--- config.mk ---
export PLATFORM = sky130hd
export DESIGN_NAME = pipelined_prefix_adder
export DESIGN_NICKNAME = d
export VERILOG_FILES = /design/src/rtl/pipelined_prefix_adder.sv
export SDC_FILE = /design/constraint.sdc
export NUM_CORES = 1
export LEC_CHECK = 0
export CAP_MARGIN = 20
export CORE_MARGIN = 8
export CORE_UTILIZATION = 48
export CTS_CLUSTER_SIZE = 25
export DETAILED_ROUTE_END_ITERATION = 12
export GPL_TIMING_DRIVEN = 0
export PLACE_DENSITY = 0.86
export SYNTH_ARGS = -nofsm -noshare
export SYNTH_HDL_FRONTEND = slang
export SYNTH_SLANG_ARGS = --single-unit
--- constraint.sdc ---
create_clock -name clk -period 2.64 [get_ports clk]
set_clock_uncertainty 0.1 [all_clocks]
set_input_delay 0.66 -clock clk [delete_from_list [all_inputs] [get_ports clk]]
set_output_delay 0.66 -clock clk [all_outputs]
set_load 0.005 [all_outputs]
--- src/rtl/pipelined_prefix_adder.sv ---
// Pipelined Sklansky parallel-prefix adder/subtractor with valid/ready flow control.
// Pipeline registers sit between prefix levels. Each stage advances when it is
// empty or when the stage after it advances, so bubbles collapse under stall.
module pipelined_prefix_adder #(
  parameter int WIDTH = 32,
  parameter int PIPE  = 2
) (
  input  logic             clk,
  input  logic             rst_n,
  input  logic             in_valid,
  output logic             in_ready,
  input  logic [WIDTH-1:0] in_x,
  input  logic [WIDTH-1:0] in_y,
  input  logic             in_cin,
  input  logic             in_sub,
  output logic             out_valid,
  input  logic             out_ready,
  output logic [WIDTH-1:0] out_sum,
  output logic             out_cout,
  output logic             out_ovf,
  output logic             out_zero
);
  localparam int LOG = $clog2(WIDTH);
  localparam int L   = LOG + 1;

  // g/pg: group generate/propagate so far; p: bit propagate kept for the sum.
  // c0 is folded into g[0], so after the last level g[i] is the carry into bit i+1.
  typedef struct packed {
    logic [WIDTH-1:0] g;
    logic [WIDTH-1:0] pg;
    logic [WIDTH-1:0] p;
    logic             c0;
  } lvl_t;

  // Stage k (1..PIPE-1) registers after prefix level round(k*L/PIPE)-1;
  // level index 0 is the output of pre-processing. Returns 0 if no register here.
  function automatic int stage_at(input int b);
    int s;
    s = 0;
    for (int k = 1; k < PIPE; k++)
      if ((2*k*L + PIPE) / (2*PIPE) - 1 == b) s = k;
    return s;
  endfunction

  function automatic lvl_t pre_proc(input logic [WIDTH-1:0] x, input logic [WIDTH-1:0] y,
                                    input logic cin, input logic sub);
    lvl_t r;
    logic [WIDTH-1:0] ye;
    ye    = sub ? ~y : y;
    r.c0  = sub | cin;
    r.p   = x ^ ye;
    r.pg  = r.p;
    r.g   = x & ye;
    r.g[0]  = r.g[0] | (r.p[0] & r.c0);
    r.pg[0] = 1'b0;
    return r;
  endfunction

  // One Sklansky level: bits in the upper half of each 2^j block absorb the
  // group from the top bit of the lower half.
  function automatic lvl_t sk_level(input lvl_t a, input int j);
    lvl_t r;
    int   t;
    r = a;
    for (int i = 0; i < WIDTH; i++) begin
      if (((i >> (j-1)) & 1) == 1) begin
        t = ((i >> (j-1)) << (j-1)) - 1;
        r.g[i]  = a.g[i] | (a.pg[i] & a.g[t]);
        r.pg[i] = a.pg[i] & a.pg[t];
      end
    end
    return r;
  endfunction

  logic [PIPE:1] vld_pipe;
  logic [PIPE:1] adv;
  logic [PIPE:1] vsrc;

  // Ready chain from the output back to the input, and each stage's valid source
  always_comb begin
    adv  = '1;
    vsrc = '0;
    adv[PIPE] = ~vld_pipe[PIPE] | out_ready;
    for (int k = PIPE-1; k >= 1; k--) adv[k] = ~vld_pipe[k] | adv[k+1];
    vsrc[1] = in_valid;
    for (int k = 2; k <= PIPE; k++) vsrc[k] = vld_pipe[k-1];
  end

  assign in_ready  = adv[1];
  assign out_valid = vld_pipe[PIPE];

  // Valid shift register; each bit moves only when its stage advances
  always_ff @(posedge clk or negedge rst_n) begin
    if (!rst_n) vld_pipe <= '0;
    else
      for (int k = 1; k <= PIPE; k++)
        if (adv[k]) vld_pipe[k] <= vsrc[k];
  end

  lvl_t c_out [LOG+1];
  lvl_t q     [LOG+1];

  for (genvar b = 0; b <= LOG; b++) begin : g_lvl
    if (b == 0) begin : g_pre
      assign c_out[0] = pre_proc(in_x, in_y, in_cin, in_sub);
    end else begin : g_sk
      assign c_out[b] = sk_level(q[b-1], b);
    end
    if (stage_at(b) != 0) begin : g_reg
      localparam int K = stage_at(b);
      lvl_t r;
      // Inner stage data register, loads only when the stage advances
      always_ff @(posedge clk or negedge rst_n) begin
        if (!rst_n)      r <= '0;
        else if (adv[K]) r <= c_out[b];
      end
      assign q[b] = r;
    end else begin : g_wire
      assign q[b] = c_out[b];
    end
  end

  logic [WIDTH:0]   carry;
  logic [WIDTH-1:0] sum_c;

  // Final sum and flags from the fully resolved carries
  always_comb begin
    carry = {q[LOG].g, q[LOG].c0};
    sum_c = q[LOG].p ^ carry[WIDTH-1:0];
  end

  // Output stage: registered result, held while the consumer stalls
  always_ff @(posedge clk or negedge rst_n) begin
    if (!rst_n) begin
      out_sum  <= '0;
      out_cout <= 1'b0;
      out_ovf  <= 1'b0;
      out_zero <= 1'b0;
    end else if (adv[PIPE]) begin
      out_sum  <= sum_c;
      out_cout <= carry[WIDTH];
      out_ovf  <= carry[WIDTH] ^ carry[WIDTH-1];
      out_zero <= ~|sum_c;
    end
  end
endmodule
==> results.sh <==
export IMPL_status="complete, but fails checks"
export IMPL_violations="setup timing"
export IMPL_pwr_share_seq_pct=34.9
export IMPL_antenna_cells=0
export IMPL_async_flop_share_pct=100
export IMPL_final_util_pct=66.6
export IMPL_numCtsBuffers=17
export IMPL_drive_gt1_share_pct=11.4
export IMPL_cp_cell_sequence="a211o_1, a31o_4, ha_4, nor4_2, nand4_1, nor4bb_4, nand4b_1, nor4_2, a32o_1"
export IMPL_fin_crit_ns=2.84
export IMPL_timing_final_crit_share_pct=108
export IMPL_grt_usage_pct=24.2
export IMPL_worst_pin_slew_ns=0.821
export IMPL_grt_overflow=0
export IMPL_synth_seq_cells=123
export IMPL_drtIter0Drc=527
export IMPL_die_area_um2=16500
export IMPL_clk_pin_slew_ns=0.06
export IMPL_fmax_mhz=352
export IMPL_switching_share_pct=29.5
export IMPL_die_y_um=128
export IMPL_via_per_inst=5.69
export IMPL_antenna_found_initial=0
export IMPL_io_pins=107
export IMPL_p_sw_mw=2.17
export IMPL_critPathMaxStageDelay_ns=0.39
export IMPL_ant_nets=0
export IMPL_p_leak_nw=4.00
export IMPL_final_area_um2=8300
export IMPL_dp_hpwl_mm=12.1
export IMPL_p_int_mw=5.18
export IMPL_netlist_area_um2=6050
export IMPL_routabilityCongestion=0.869
export IMPL_firstDrtPassIters=5
export IMPL_synth_ff_type="dfrtp_1"
export IMPL_syn_avg_cell_area_um2=9.67
export IMPL_grt_pass1_vias=5710
export IMPL_nFillCells=844
export IMPL_holdWs_ns=0.116
export IMPL_synth_edff_count=0
export IMPL_h_tree_depth=4
export IMPL_initial_utilization_pct=48.6
export IMPL_reg2reg_from="g_lvl[2].g_reg.r[40]"
export IMPL_slowest_stage="dfrtp_1"
export IMPL_dpl_instance_area_um2=7350
export IMPL_finalSetupTns_ns=-0.280
export IMPL_startpoint_type="flip-flop"
export IMPL_critical_path_endpoint_type="flip-flop"
export IMPL_max_cap_violations=0
export IMPL_yosys_top_cells_area="dfrtp_1, nand2_1, ha_1"
export IMPL_crit_family="simple AND/OR/NAND/NOR gates"
export IMPL_setup_viol=2
export IMPL_cp_max_fo=2
export IMPL_seq_area_frac_synth_pct=50.8
export IMPL_cts_hold_buffers_added=0
export IMPL_slew_violations=0
export IMPL_p_comb_share_pct=27.2
export IMPL_detail_route_wl_per_cell_um=20.3
export IMPL_io_buffers=105
export IMPL_syn2layout_area_growth_pct=37.0
export IMPL_p_total_mw=7.34
export IMPL_syn_inst=626
export IMPL_stdcell_count=950
export IMPL_nets=870
export IMPL_syn_num_nets=731
export IMPL_ir_drop_uv=467
export IMPL_die_w_um=128
export IMPL_cp_required_ns=2.90
export IMPL_floorplan_rows=41
export IMPL_numClockSinks=123
export IMPL_cts_path_max_buffers=2
export IMPL_rsz0062_at_grt="yes"
export IMPL_vias=5409
export IMPL_post_route_drc_count=0
export IMPL_finalHoldViolCount=0
export IMPL_worst_path_buf_inv=0
export IMPL_setup_slack_ns=-0.202
export IMPL_grt_pass1_wl_mm=30.3
export IMPL_clkPwrFrac_pct=37.8
export IMPL_routed_wl_mm=19.3
export IMPL_reg2regPathDepth=9
export IMPL_yosysWarnings=0
export IMPL_min_path_type="in -> async"
export IMPL_reg2reg_slack_ns=-0.20
export IMPL_clkLatencyLatePin_ns=0.42
export IMPL_core_um2=12500
export IMPL_synth_largest_type_area_fraction_pct=50.8
export IMPL_yosysUniqueCellTypes=36
export IMPL_dp_cells=904
export IMPL_critPathKind="reg -> reg"
export IMPL_rr_endpoint="out_zero"
export IMPL_arrival_ns=3.10
export IMPL_slew_headroom_pct=45.2
export IMPL_cts_root_buf="clkbuf_16"
export IMPL_grt_max_degree=64
export IMPL_yosys_area_top_type="dfrtp_1"
export IMPL_powerDensity_nw_per_um2=885
export IMPL_cpMostUsedCell="nor4_2"
export IMPL_cts_tree="done"
export IMPL_place_worst_setup_slack_ns=-1.48
==> cells in the mapped netlist (7+ instances only) <==
cell	n
nand3_1	19
buf_1	11
clkbuf_1	18
nand2_1	188
o21ai_0	26
nor2_1	28
mux2_2	15
dfrtp_1	123
xnor2_1	14
a21o_1	23
ha_1	35
a21oi_1	34
xor2_1	48
a22o_1	7
==> worst max path at each step <==
stage / start / end / slack [ns] / cells after the start
global route: g_lvl[2].g_reg.r[72] / out_zero / -0.30 / 9
global placement: rst_n / out_sum[11] / -3.79 / 1
CTS: c_out[68] / out_zero / -0.08 / 9
floorplan: in_sub / g_lvl[2].g_reg.r[87] / 0.05 / 7
detailed placement: out_ready / in_ready / -1.48 / 8
finish: g_lvl[2].g_reg.r[40] / out_zero / -0.20 / 9
==> state kept, by name, indices dropped and copies added (netlist names) <==
signal and flops:
out_cout 1, g_lvl.g_reg.r 28, out_zero 1, out_sum 32, c_out 58, vld_pipe 2, out_ovf 1
==> placed cells by master (no fill, tap or decap), types with 14 or more instances in the layout <==
master,Yosys,layout
clkbuf_16,0,17
a21o_1,23,23
clkdlybuf4s50_1,0,103
xnor2_1,14,14
nand2_1,188,188
nand3_1,19,19
buf_4,0,17
o21ai_0,26,26
nor2_1,28,27
xor2_1,48,47
ha_1,35,34
dfrtp_1,123,122
mux2_2,15,15
a21oi_1,34,34
==> timing repair <==
action | in CTS | in global routing
resized for setup | 30 | 10
endpoints found under the setup margin | 21 | 36
setup buffers | 15 | 1
pin swaps | 13 | 4
==> metal layers <==
metal | up-vias | GRT usage [%] | routed length, um
met5 | - | 0 | 0
met4 | 0 | 13.8 | 874
met3 | 92 | 6.49 | 1870
met2 | 362 | 40.8 | 9340
met1 | 2578 | 27.4 | 7200
li1 | 2377 | - | -
==> kinds of logic (layout without fill, tap and decap cells) <==
logic type / after synthesis / in the layout / share of synthesized area [%]
and+or+nand+nor: 258 / 258 / 17.5
DFF: 123 / 123 / 50.8
AOI/OAI and AO/OA: 101 / 101 / 10.7
xor gates and xnor gates: 62 / 62 / 8.97
adders and majority gates: 35 / 35 / 7.23
buffers and inverters: 32 / 184 / 1.98
muxes: 15 / 15 / 2.79
==> area by class of cell <==
cell class                 instances  area [um2]  share of cell area (%)
tap                              172         215                    2.59
inverter                           3        13.8                   0.166
sequential                       123        3080                    37.1
multi-input combinational        471        2950                    35.5
clock buffer                      18         439                    5.29
timing repair buffer             122        1200                    14.5
buffer                            27         139                    1.67
clock inverter                    14         265                    3.20
==> power groups by stage <==
stage	clock [mW]	sequential [mW]	combinational, mW
after floorplan	0	2.55	0.871
after global placement	0	2.56	1.67
after detailed placement	0	2.58	1.73
after CTS	2.75	2.55	1.92
final	2.78	2.57	2.00
after global routing	2.87	2.61	2.16
Note: power is estimated with default switching activity, not from simulation.
